## src/rtl/parity_tx.sv

```systemverilog
// Serial parity transmitter: accepts a parallel word on load/ready, shifts it out LSB-first on z,
// then appends one parity bit. Back-to-back frames are accepted during the parity cycle.
module parity_tx #(
  parameter int unsigned WIDTH      = 8,
  parameter bit          ODD_PARITY = 1'b0
) (
  input  logic             clk,
  input  logic             rst_n,
  input  logic [WIDTH-1:0] data_in,
  input  logic             load,
  output logic             ready,
  output logic             z,
  output logic             z_valid,
  output logic             z_first,
  output logic             z_par
);

  localparam int unsigned CntW = (WIDTH > 1) ? $clog2(WIDTH) : 1;
  localparam logic [CntW-1:0] CntLast = CntW'(WIDTH - 1);

  typedef enum logic [1:0] {StIdle, StData, StPar} state_e;

  state_e            state_q, state_d;
  logic [WIDTH-1:0]  frame_q, frame_d;
  logic [CntW-1:0]   cnt_q, cnt_d;
  logic              acc_q, acc_d;
  // Set once bit WIDTH-1 is on z, so the next edge emits parity even when the counter wraps.
  logic              last_q, last_d;
  logic              z_q, z_d;
  logic              z_valid_q, z_valid_d;
  logic              z_first_q, z_first_d;
  logic              z_par_q, z_par_d;
  logic              cur_bit;

  assign cur_bit = frame_q[cnt_q];

  always_comb begin
    state_d   = state_q;
    frame_d   = frame_q;
    cnt_d     = cnt_q;
    acc_d     = acc_q;
    last_d    = last_q;
    z_d       = z_q;
    z_valid_d = z_valid_q;
    z_first_d = z_first_q;
    z_par_d   = z_par_q;
    ready     = (state_q != StData);

    unique case (state_q)
      StIdle, StPar: begin
        if (load) begin
          state_d   = StData;
          frame_d   = data_in;
          cnt_d     = CntW'(1);
          acc_d     = data_in[0];
          last_d    = (WIDTH == 1);
          z_d       = data_in[0];
          z_valid_d = 1'b1;
          z_first_d = 1'b1;
          z_par_d   = 1'b0;
        end else begin
          state_d   = StIdle;
          z_d       = 1'b0;
          z_valid_d = 1'b0;
          z_first_d = 1'b0;
          z_par_d   = 1'b0;
        end
      end
      StData: begin
        z_first_d = 1'b0;
        if (last_q) begin
          state_d = StPar;
          z_d     = acc_q ^ ODD_PARITY;
          z_par_d = 1'b1;
          last_d  = 1'b0;
        end else begin
          z_d    = cur_bit;
          acc_d  = acc_q ^ cur_bit;
          cnt_d  = cnt_q + CntW'(1);
          last_d = (cnt_q == CntLast);
        end
      end
      default: state_d = StIdle;
    endcase
  end

  always_ff @(posedge clk or negedge rst_n) begin
    if (!rst_n) begin
      state_q   <= StIdle;
      frame_q   <= '0;
      cnt_q     <= '0;
      acc_q     <= 1'b0;
      last_q    <= 1'b0;
      z_q       <= 1'b0;
      z_valid_q <= 1'b0;
      z_first_q <= 1'b0;
      z_par_q   <= 1'b0;
    end else begin
      state_q   <= state_d;
      frame_q   <= frame_d;
      cnt_q     <= cnt_d;
      acc_q     <= acc_d;
      last_q    <= last_d;
      z_q       <= z_d;
      z_valid_q <= z_valid_d;
      z_first_q <= z_first_d;
      z_par_q   <= z_par_d;
    end
  end

  assign z       = z_q;
  assign z_valid = z_valid_q;
  assign z_first = z_first_q;
  assign z_par   = z_par_q;

endmodule

```

## config.mk

```make
export PLATFORM = sky130hd
export DESIGN_NAME = parity_tx
export DESIGN_NICKNAME = d
export VERILOG_FILES = /design/src/rtl/parity_tx.sv
export SDC_FILE = /design/constraint.sdc
export NUM_CORES = 1
export LEC_CHECK = 0
export ABC_AREA = 1
export CAP_MARGIN = 20
export CELL_PAD_IN_SITES_DETAIL_PLACEMENT = 1
export CELL_PAD_IN_SITES_GLOBAL_PLACEMENT = 1
export CORE_MARGIN = 1.5
export CORE_UTILIZATION = 37
export DETAILED_ROUTE_END_ITERATION = 12
export PLACE_DENSITY = 0.85
export SLEW_MARGIN = 20
export SYNTH_ARGS = -nofsm -noshare
export SYNTH_HDL_FRONTEND = slang
export SYNTH_SLANG_ARGS = --single-unit
```

## constraint.sdc

```tcl
create_clock -name clk -period 1.7 [get_ports clk]
set_clock_uncertainty 0.05 [all_clocks]
set_input_delay 0.34 -clock clk [delete_from_list [all_inputs] [get_ports clk]]
set_output_delay 0.34 -clock clk [all_outputs]
set_load 0.01 [all_outputs]
```

==> results.py, run 1 <==
metrics = {
    "run_status": {
        "run_status": "finished clean",
    },
    "clocking": {
        "numCtsBuffers": 3,
        "postCtsSetupBuffers": 0,
        "cts_max_path_buffers": 2,
        "post_cts_resized": 1,
        "cts_max_level": 1,
        "clock_pin_slew_reported_for_the_worst_setup_and_hold_paths_after_clock_tree_synthesis_ns": 0.11,
        "cts_root_buffer": "sky130_fd_sc_hd__clkbuf_4",
        "clock_sink_count": 19,
        "clk-insertion-delay-late_ns": 0.30,
        "holdBufCountCts": 0,
        "cts_tree": "yes",
    },
    "power_and_ir_drop": {
        "power-per-cell-area_nw_per_um2": 1800,
        "power.ir.vdd_worst_mv": 0.7552,
        "power_leakage_nw": 0.5547,
        "power.total_mw": 2.002,
    },
    "global_route": {
        "groute.usage.overall_pct": 19.12,
        "antenna_found_initial": 0,
        "grt_max_degree": 20,
        "global_route_wire_length_before_repair_um": 3732,
        "first_global_vias": 828,
        "grt-ovfl-total": 0,
    },
    "placement": {
        "place_worst_setup_slack_ns": 0.1805,
        "io_buffers": 15,
        "gp_congestion": 0.7942,
        "dpl-instance-area_um2": 1086,
        "hpwl_um": 1618,
        "post_placement_cell_count": 147,
    },
    "logic_synthesis": {
        "yosys_warnings": 0,
        "ys_seq_elements": 19,
        "netlist_top_cells_area": "sky130_fd_sc_hd__dfrtp_1, sky130_fd_sc_hd__nand2_1, sky130_fd_sc_hd__nand3_1",
        "seq_area_frac_synth_pct": 53.67,
        "synth-async-reset-ratio_pct": 100.0,
        "yosysUniqueCellTypes": 17,
        "synth.top_cells.by_count": "sky130_fd_sc_hd__nand2_1, sky130_fd_sc_hd__dfrtp_1, sky130_fd_sc_hd__inv_1, sky130_fd_sc_hd__nand3_1, sky130_fd_sc_hd__o21ai_0",
        "post_synth_instance_area_um2": 885.9,
        "synth_top_cell_by_area": "sky130_fd_sc_hd__dfrtp_1",
        "synth_flop_cell": "sky130_fd_sc_hd__dfrtp_1",
        "synthesis.area_per_instance_um2": 8.685,
        "synthesis.instances": 102,
        "synth_fp_nets": 115,
        "synthDominantCellAreaShare_pct": 53.67,
        "yosysMostFrequentCell": "sky130_fd_sc_hd__nand2_1",
        "synth-edff-count": 0,
    },
    "floorplanning": {
        "overall_die_width_um": 51.93,
        "rows": 17,
        "fp.dieH_um": 51.93,
        "core_area_um2": 2233,
        "io-pin-count": 16,
        "die_area_um2": 2697,
        "initial_core_util_pct": 39.66,
    },
    "setup_path": {
        "timing.setup.critical_path_class": "reg -> out",
        "worstPathMaxFanout": 2,
        "critical_path_depth": 3,
        "worst_setup_path_start_kind": "register",
        "reg2regPathDepth": 7,
        "critPathBufInv": 2,
        "register_to_register_setup_slack_ns": 0.27,
        "cp_cell_sequence": "inv_2 -> or2_1 -> clkdlybuf4s15_1",
        "critical_path.endpoint_type": "output port",
        "critical_path.max_stage_delay_ns": 0.40,
        "critPathSlowestCell": "sky130_fd_sc_hd__dfrtp_1",
        "critPathTopFamily": "flip-flops",
        "required_ns": 1.31,
        "crit_arrival_ns": 1.22,
    },
    "sta": {
        "setup_viol": 0,
        "totalNegativeSetupSlack_ns": 0,
        "fin_ws_ns": 0.09236,
        "worst-slew-pin-transition_ns": 0.2894,
        "slew-limit-headroom_pct": 80.71,
        "finalCriticalPeriod_ns": 1.608,
        "top_achievable_clock_speed_mhz": 622.0,
        "grt_setup_unrepaired": "no",
        "hold_violations": 0,
        "fin_crit_sh_pct": 94.57,
        "drv_slew": 0,
    },
    "detailed_routing": {
        "drt-total-wl_um": 2039,
        "via_count": 742,
        "drt-wirelength-per-cell_um": 13.50,
        "via_per_inst": 4.914,
        "drt-initial-drc-count": 8,
        "antenna_violating_nets_post_route": 0,
        "route.detailed.drc": 0,
        "detailed_routing_iteration_count_for_the_pre_antenna_repair_pass": 4,
    },
    "cells_and_area": {
        "layout-drive-gt1-share_pct": 11.38,
        "final_cell_area_um2": 1112,
        "finalNonFillerCells": 151,
        "num_antenna_cells": 0,
        "filler_cell_count": 285,
        "multi_input_comb_area_um2": 332.8,
        "nets": 137,
        "area.sequential_um2": 475.5,
        "area_growth_syn_to_layout_pct": 25.57,
    },
    "min_path": {
        "worst_hold_path_type": "in -> async",
    },
    "flow_run": {
        "maxCapViolations": 0,
    },
}
-- worst register-to-register path, cell delays in order (launching register included) --
cell,delay (ns)
sky130_fd_sc_hd__dfrtp_1,0.40
sky130_fd_sc_hd__inv_2,0.05
sky130_fd_sc_hd__or2_1,0.22
sky130_fd_sc_hd__buf_4,0.17
sky130_fd_sc_hd__nor2_8,0.15
sky130_fd_sc_hd__nor2_1,0.09
sky130_fd_sc_hd__a21oi_1,0.13
sky130_fd_sc_hd__a21oi_1,0.07
-- state kept, by name (all words and copies together) (netlist names) --
register,cells
acc_q,1
state_q,2
cnt_q,3
z_first,1
z,1
frame_q,8
z_valid,1
last_q,1
z_par,1
-- cell usage in the layout (no fill, tap or decap), drive strengths merged --
master / synthesis / layout
or2: 1 / 1
nor2: 5 / 5
a21oi: 4 / 4
clkdlybuf4s50: 0 / 14
inv: 16 / 16
clkbuf: 1 / 4
dfrtp: 19 / 19
ha: 2 / 2
nand3: 12 / 12
nand2: 29 / 29
clkdlybuf4s15: 0 / 1
o21ai: 12 / 12
buf: 1 / 4
-- final timing paths --
kind / startpoint / endpoint
max in group asynchronous: rst_n / frame_q[3]
setup / recovery: state_q[0] / ready
setup reg to reg: state_q[0] / z
min in group clk: z_valid / z_valid
hold reg to reg: z_valid / z_valid
hold / removal: rst_n / frame_q[2]
-- stage by stage --
stage | utilization [%] | hold WS (ns)
finish | 49.80 | 0.3229
detailed placement | 48.63 | 0.4252
global route | 49.80 | 0.3462
global placement | 48.63 | 0.4191
CTS | 49.75 | 0.3369
floorplan | - | -0.005591
-- cell families after synthesis --
group | share of synthesized area (%)
AO/OA/AOI/OAI | 9.888
adder cells (fa/ha/maj) | 2.824
buffers and inverters | 8.757
flip-flops | 53.67
AND/OR/NAND/NOR | 24.86
-- layout make-up --
cell class / instances / area share (%)
clock buffers: 4 / 2.362
flip-flops and latches: 19 / 42.74
multi-input cells: 65 / 29.92
repair buffers: 19 / 16.20
well taps: 28 / 3.150
inverters: 16 / 5.624
-- power breakdown --
group	switching, mW	internal (mW)	total [mW]
logic	0.571	0.409	0.981
clock network	0.141	0.0915	0.232
registers	0.134	0.656	0.789
-- layer usage --
metal	vias to the layer above	GRT usage, %	part of all wire [%]
met5	-	0	0
met2	7	32.91	54
met1	365	23.33	42
met3	5	3.448	2.0
met4	0	7.895	1.8
li1	365	-	-
No activity file was read; power rests on OpenSTA's default activity.
==> run 2, diff against run 1 <==
--- a/config.mk
+++ b/config.mk
@@ -10,9 +10,10 @@
 export CELL_PAD_IN_SITES_DETAIL_PLACEMENT = 1
 export CELL_PAD_IN_SITES_GLOBAL_PLACEMENT = 1
 export CORE_MARGIN = 1.5
-export CORE_UTILIZATION = 37
+export CORE_UTILIZATION = 44
 export DETAILED_ROUTE_END_ITERATION = 12
-export PLACE_DENSITY = 0.85
+export DONT_BUFFER_PORTS = 1
+export PLACE_DENSITY = 0.83
 export SLEW_MARGIN = 20
 export SYNTH_ARGS = -nofsm -noshare
 export SYNTH_HDL_FRONTEND = slang
==> results.py, run 2 (synthesis gave the netlist of run 1 again) <==
metrics = {
    "run_status": {
        "run_status": "finished clean",
    },
    "cells_and_area": {
        "register_ranked_first_by_flip_flop_count": "frame_q",
        "layout.cells.most_common_list": "sky130_fd_sc_hd__nand2_1, sky130_fd_sc_hd__dfrtp_1, sky130_fd_sc_hd__inv_1",
        "final_common_cell": "sky130_fd_sc_hd__nand2_1",
        "num_antenna_cells": 0,
        "largest_register_ff_count": 8,
        "area_growth_syn_to_layout_pct": 7.062,
        "nets": 120,
        "biggestRegsByFlops": "frame_q x8, cnt_q x3, state_q x2",
        "layout-drive-gt1-share_pct": 10.38,
    },
    "clocking": {
        "cts_max_level": 1,
        "clock_sink_count": 19,
        "cts_root_buffer": "sky130_fd_sc_hd__clkbuf_4",
        "cts_max_path_buffers": 2,
        "postCtsSetupBuffers": 0,
        "clock_pin_slew_reported_for_the_worst_setup_and_hold_paths_after_clock_tree_synthesis_ns": 0.10,
        "numCtsBuffers": 3,
        "cts_tree": "yes",
        "clk-insertion-delay-late_ns": 0.29,
    },
    "sta": {
        "top_achievable_clock_speed_mhz": 648.8,
        "grt_setup_unrepaired": "no",
        "worst-slew-pin-transition_ns": 0.8423,
        "totalNegativeSetupSlack_ns": 0,
        "fin_crit_sh_pct": 90.66,
        "finalCriticalPeriod_ns": 1.541,
        "drv_slew": 0,
        "hold_violations": 0,
        "fin_ws_ns": 0.1587,
        "slew-limit-headroom_pct": 43.66,
        "setup_viol": 0,
    },
    "global_route": {
        "global_route_wire_length_before_repair_um": 2601,
        "groute.usage.overall_pct": 16.77,
        "grt_max_degree": 20,
        "first_global_vias": 605,
        "antenna_found_initial": 0,
        "grt-ovfl-total": 0,
    },
    "floorplanning": {
        "io-pin-count": 16,
        "die_area_um2": 2292,
        "core_area_um2": 1922,
        "overall_die_width_um": 47.87,
        "rows": 16,
        "fp.dieH_um": 47.87,
        "initial_core_util_pct": 46.09,
    },
    "setup_path": {
        "crit_arrival_ns": 1.15,
        "cp_cell_sequence": "inv_2 -> or2_1",
        "worstPathMaxFanout": 6,
        "worst_setup_path_start_kind": "register",
        "critical_path.max_stage_delay_ns": 0.44,
        "critPathSlowestCell": "sky130_fd_sc_hd__dfrtp_1",
        "required_ns": 1.31,
        "critical_path.endpoint_type": "output port",
        "timing.setup.critical_path_class": "reg -> out",
    },
    "detailed_routing": {
        "drt-initial-drc-count": 2,
        "antenna_violating_nets_post_route": 0,
        "drt-wirelength-per-cell_um": 12.64,
        "via_count": 666,
        "via_per_inst": 5.008,
        "detailed_routing_iteration_count_for_the_pre_antenna_repair_pass": 2,
        "route.detailed.drc": 0,
        "drt-total-wl_um": 1681,
    },
    "placement": {
        "io_buffers": 0,
        "gp_congestion": 0.7487,
        "hpwl_um": 1270,
        "place_worst_setup_slack_ns": 0.2070,
    },
    "power_and_ir_drop": {
        "power_leakage_nw": 0.4858,
        "power-per-cell-area_nw_per_um2": 1876,
        "power.ir.vdd_worst_mv": 0.6806,
    },
    "flow_run": {
        "maxCapViolations": 0,
    },
    "min_path": {
        "worst_hold_path_type": "in -> reg",
    },
}
## run 2: cell types whose count changed in the layout (fill, tap and decap cells not counted), sizes merged
cell	change
clkdlybuf4s50	-14
clkdlybuf4s15	-1
dlygate4sd3	+1
buf	-3
## run 2: worst paths after layout
check / slack (ns) / cells past startpoint / from / end
max reg2reg: 0.20 / 6 / state_q[0] / z
min reg2reg: 0.49 / 2 / frame_q[1] / frame_q[1]
min in group asynchronous: 0.54 / 1 / rst_n / frame_q[0]
max: 0.16 / 2 / state_q[0] / ready
max in group asynchronous: 0.54 / 1 / rst_n / state_q[0]
min: 0.12 / 2 / data_in[1] / frame_q[1]
## run 2: layer usage
layer | global-route usage, % | routed length [um] | vias to the layer above | share of wire, %
li1 | - | - | 332 | -
met1 | 22.14 | 795 | 322 | 47
met2 | 26.13 | 825 | 10 | 49
met3 | 3.396 | 48 | 2 | 2.9
met4 | 8.108 | 12 | 0 | 0.71
met5 | 0 | 0 | - | 0
## run 2: critical path, delay by kind of cell (launching register included)
| kind | cells | cell delay (ns) |
|---|---|---|
| flip-flops | 1 | 0.44 |
| AND/OR/NAND/NOR | 1 | 0.35 |
| buffers and inverters | 1 | 0.08 |
## run 2: metrics by stage
| stage | power (mW) | utilization, % | hold slack (ns) | area, um^2 | cells |
|---|---|---|---|---|---|
| floorplan | 1.418 | - | -0.005591 | 885.9 | 102 |
| global placement | 1.526 | 47.46 | -0.005123 | 912.1 | 128 |
| detailed placement | 1.567 | 47.46 | -0.005166 | 912.1 | 128 |
| CTS | 1.811 | 49.35 | 0.1074 | 948.4 | 133 |
| global route | 1.965 | 49.35 | 0.1023 | 948.4 | 133 |
| finish | 1.779 | 49.35 | 0.1161 | 948.4 | 133 |
## run 2: final cells by class
| cell class | count | area [um^2] |
|---|---|---|
| flip-flops and latches | 19 | 475.5 |
| well taps | 27 | 33.78 |
| fillers | 247 | 973.4 |
| clock buffers | 4 | 26.28 |
| inverters | 16 | 62.56 |
| multi-input cells | 65 | 332.8 |
| repair buffers | 2 | 17.52 |
## run 2: repair_timing
item,in CTS,in global routing
endpoints found under the hold margin,19,0
hold buffers,1,0
resized for setup,0,0
## run 2: report_power, final
group          internal (mW)  switching [mW]  total, mW  leakage, nW
Clock                 0.0912           0.131      0.222       0.0150
Combinational          0.265           0.478      0.742        0.236
Sequential             0.656           0.159      0.815        0.235
Total                   1.01           0.768       1.78        0.486
==> run 3, diff against run 2 <==
--- a/config.mk
+++ b/config.mk
@@ -7,13 +7,11 @@
 export LEC_CHECK = 0
 export ABC_AREA = 1
 export CAP_MARGIN = 20
-export CELL_PAD_IN_SITES_DETAIL_PLACEMENT = 1
-export CELL_PAD_IN_SITES_GLOBAL_PLACEMENT = 1
 export CORE_MARGIN = 1.5
-export CORE_UTILIZATION = 44
+export CORE_UTILIZATION = 50
 export DETAILED_ROUTE_END_ITERATION = 12
 export DONT_BUFFER_PORTS = 1
-export PLACE_DENSITY = 0.83
+export PLACE_DENSITY = 0.74
 export SLEW_MARGIN = 20
 export SYNTH_ARGS = -nofsm -noshare
 export SYNTH_HDL_FRONTEND = slang
==> results.py, run 3 (synthesis gave the netlist of run 1 again) <==
metrics = {
    "clocking": {
        "postCtsSetupBuffers": 0,
        "cts_tree": "yes",
        "cts_max_level": 1,
        "cts_max_path_buffers": 2,
        "clk-insertion-delay-late_ns": 0.30,
        "cts_root_buffer": "sky130_fd_sc_hd__clkbuf_4",
        "clock_pin_slew_reported_for_the_worst_setup_and_hold_paths_after_clock_tree_synthesis_ns": 0.11,
        "numCtsBuffers": 3,
        "post_cts_resized": 0,
        "clock_sink_count": 19,
    },
    "power_and_ir_drop": {
        "power_leakage_nw": 0.4858,
        "power.share.sequential_pct": 45.6,
        "power_frac_clock_pct": 13.2,
        "power_switching_share_pct": 42.93,
        "power.ir.vdd_worst_mv": 0.9168,
        "combinationalPowerShare_pct": 41.1,
        "p_int_mw": 1.014,
        "power-per-cell-area_nw_per_um2": 1898,
        "net_switching_component_of_the_power_uw": 762.5,
    },
    "setup_path": {
        "cp_cell_sequence": "inv_2 -> or2_1",
        "worst_setup_path_start_kind": "register",
        "critical_path.endpoint_type": "output port",
        "critical_path.max_stage_delay_ns": 0.44,
        "critPathTopFamily": "flip-flops",
        "worstPathMaxFanout": 6,
        "critPathSlowestCell": "sky130_fd_sc_hd__dfrtp_1",
        "critPathBufInv": 1,
        "required_ns": 1.31,
        "timing.setup.critical_path_class": "reg -> out",
        "crit_arrival_ns": 1.16,
    },
    "global_route": {
        "first_global_vias": 614,
        "grt-ovfl-total": 0,
        "global_route.peak_usage_layer": "met2",
        "globalRouteMet1Util_pct": 20.67,
        "global_route_wire_length_before_repair_um": 2484,
        "grt_max_degree": 20,
        "groute.usage.overall_pct": 17.70,
        "antenna_found_initial": 0,
        "grtUsageMet2_pct": 27.71,
        "met3_global_route_usage_pct": 4.000,
    },
    "sta": {
        "grt_setup_unrepaired": "no",
        "top_achievable_clock_speed_mhz": 643.5,
        "finalCriticalPeriod_ns": 1.554,
        "slew-limit-headroom_pct": 46.26,
        "worst-slew-pin-transition_ns": 0.8035,
        "setup_viol": 0,
        "drv_slew": 0,
        "hold_violations": 0,
        "fin_crit_sh_pct": 91.41,
        "totalNegativeSetupSlack_ns": 0,
    },
    "detailed_routing": {
        "route.detailed.drc": 0,
        "via_per_inst": 5.138,
        "antenna_violating_nets_post_route": 0,
        "drt-wirelength-per-cell_um": 12.09,
        "detailed_routing_iteration_count_for_the_pre_antenna_repair_pass": 4,
        "via_count": 632,
        "drt-total-wl_um": 1487,
        "drt-initial-drc-count": 5,
    },
    "cells_and_area": {
        "num_antenna_cells": 0,
        "layout-drive-gt1-share_pct": 10.38,
        "final_cell_area_um2": 935.9,
        "largest_register_ff_count": 8,
        "area_growth_syn_to_layout_pct": 5.650,
        "register_ranked_first_by_flip_flop_count": "frame_q",
        "layout.cells.most_common_list": "sky130_fd_sc_hd__nand2_1, sky130_fd_sc_hd__dfrtp_1, sky130_fd_sc_hd__inv_1",
        "biggestRegsByFlops": "frame_q x8, cnt_q x3, state_q x2",
        "final_common_cell": "sky130_fd_sc_hd__nand2_1",
        "nets": 120,
        "finalNonFillerCells": 123,
    },
    "floorplanning": {
        "core_area_um2": 1689,
        "overall_die_width_um": 45.09,
        "rows": 15,
        "fp.dieH_um": 45.09,
        "initial_core_util_pct": 52.44,
        "io-pin-count": 16,
        "die_area_um2": 2033,
    },
    "placement": {
        "hpwl_um": 1111,
        "gp_congestion": 0.7458,
        "post_placement_cell_count": 118,
        "dpl-instance-area_um2": 899.6,
        "io_buffers": 0,
    },
    "min_path": {
        "worst_hold_path_type": "in -> reg",
    },
    "flow_run": {
        "maxCapViolations": 0,
    },
    "run_status": {
        "run_status": "finished clean",
    },
}
[run 3: cell counts in the layout (fill, tap and decap cells not counted)]
No cell type changed its count.
[run 3: worst paths after layout]
path                            start         end  slack (ns)  depth (start not counted)
max                        state_q[0]       ready        0.15                          2
min                        data_in[5]  frame_q[5]        0.11                          2
max reg2reg                state_q[0]           z        0.21                          6
min reg2reg                state_q[1]     z_first        0.49                          2
max in group asynchronous       rst_n  frame_q[6]        0.60                          1
min in group asynchronous       rst_n       acc_q        0.51                          1
[run 3: power groups by stage]
stage               combinational (mW)  clock, mW  sequential (mW)
detailed placement               0.723          0            0.823
floorplan                        0.629          0            0.789
global placement                 0.697          0            0.817
CTS                              0.740      0.235            0.812
finish                           0.731      0.235            0.811
global route                     0.853      0.250            0.837
[run 3: layout make-up]
| cell class | count | area, um^2 |
|---|---|---|
| Timing Repair Buffer | 2 | 17.52 |
| Inverter | 16 | 62.56 |
| Tap cell | 17 | 21.27 |
| Sequential cell | 19 | 475.5 |
| Fill cell | 163 | 753.2 |
| Clock buffer | 4 | 26.28 |
| Multi-Input combinational cell | 65 | 332.8 |
[run 3: metal layers]
metal	vias up	wire, um
met1	290	688
li1	328	-
met5	-	0
met2	10	679
met4	0	61
met3	4	57
[run 3: timing repair]
action                                 in CTS  in global routing
setup endpoints to repair                   0                  0
hold buffers                                1                  0
endpoints found under the hold margin      19                  0
[run 3: worst reg2reg max path: stages (launching register included)]
cell and delay [ns]:
sky130_fd_sc_hd__dfrtp_1 0.43, sky130_fd_sc_hd__inv_2 0.05, sky130_fd_sc_hd__or2_1 0.36, sky130_fd_sc_hd__nor2_8 0.20
sky130_fd_sc_hd__nor2_1 0.07, sky130_fd_sc_hd__a21oi_1 0.14, sky130_fd_sc_hd__a21oi_1 0.08
[run 3: metrics by stage]
step / hold slack [ns] / utilization, % / setup slack, ns / total power, mW
after floorplan: -0.005591 / - / 0.3909 / 1.418
after global placement: -0.005128 / 53.26 / 0.2820 / 1.514
after detailed placement: -0.005158 / 53.26 / 0.2225 / 1.545
after CTS: 0.1059 / 55.41 / 0.1447 / 1.787
after global routing: 0.1086 / 55.41 / 0.08639 / 1.940
final: 0.1065 / 55.41 / 0.1460 / 1.776
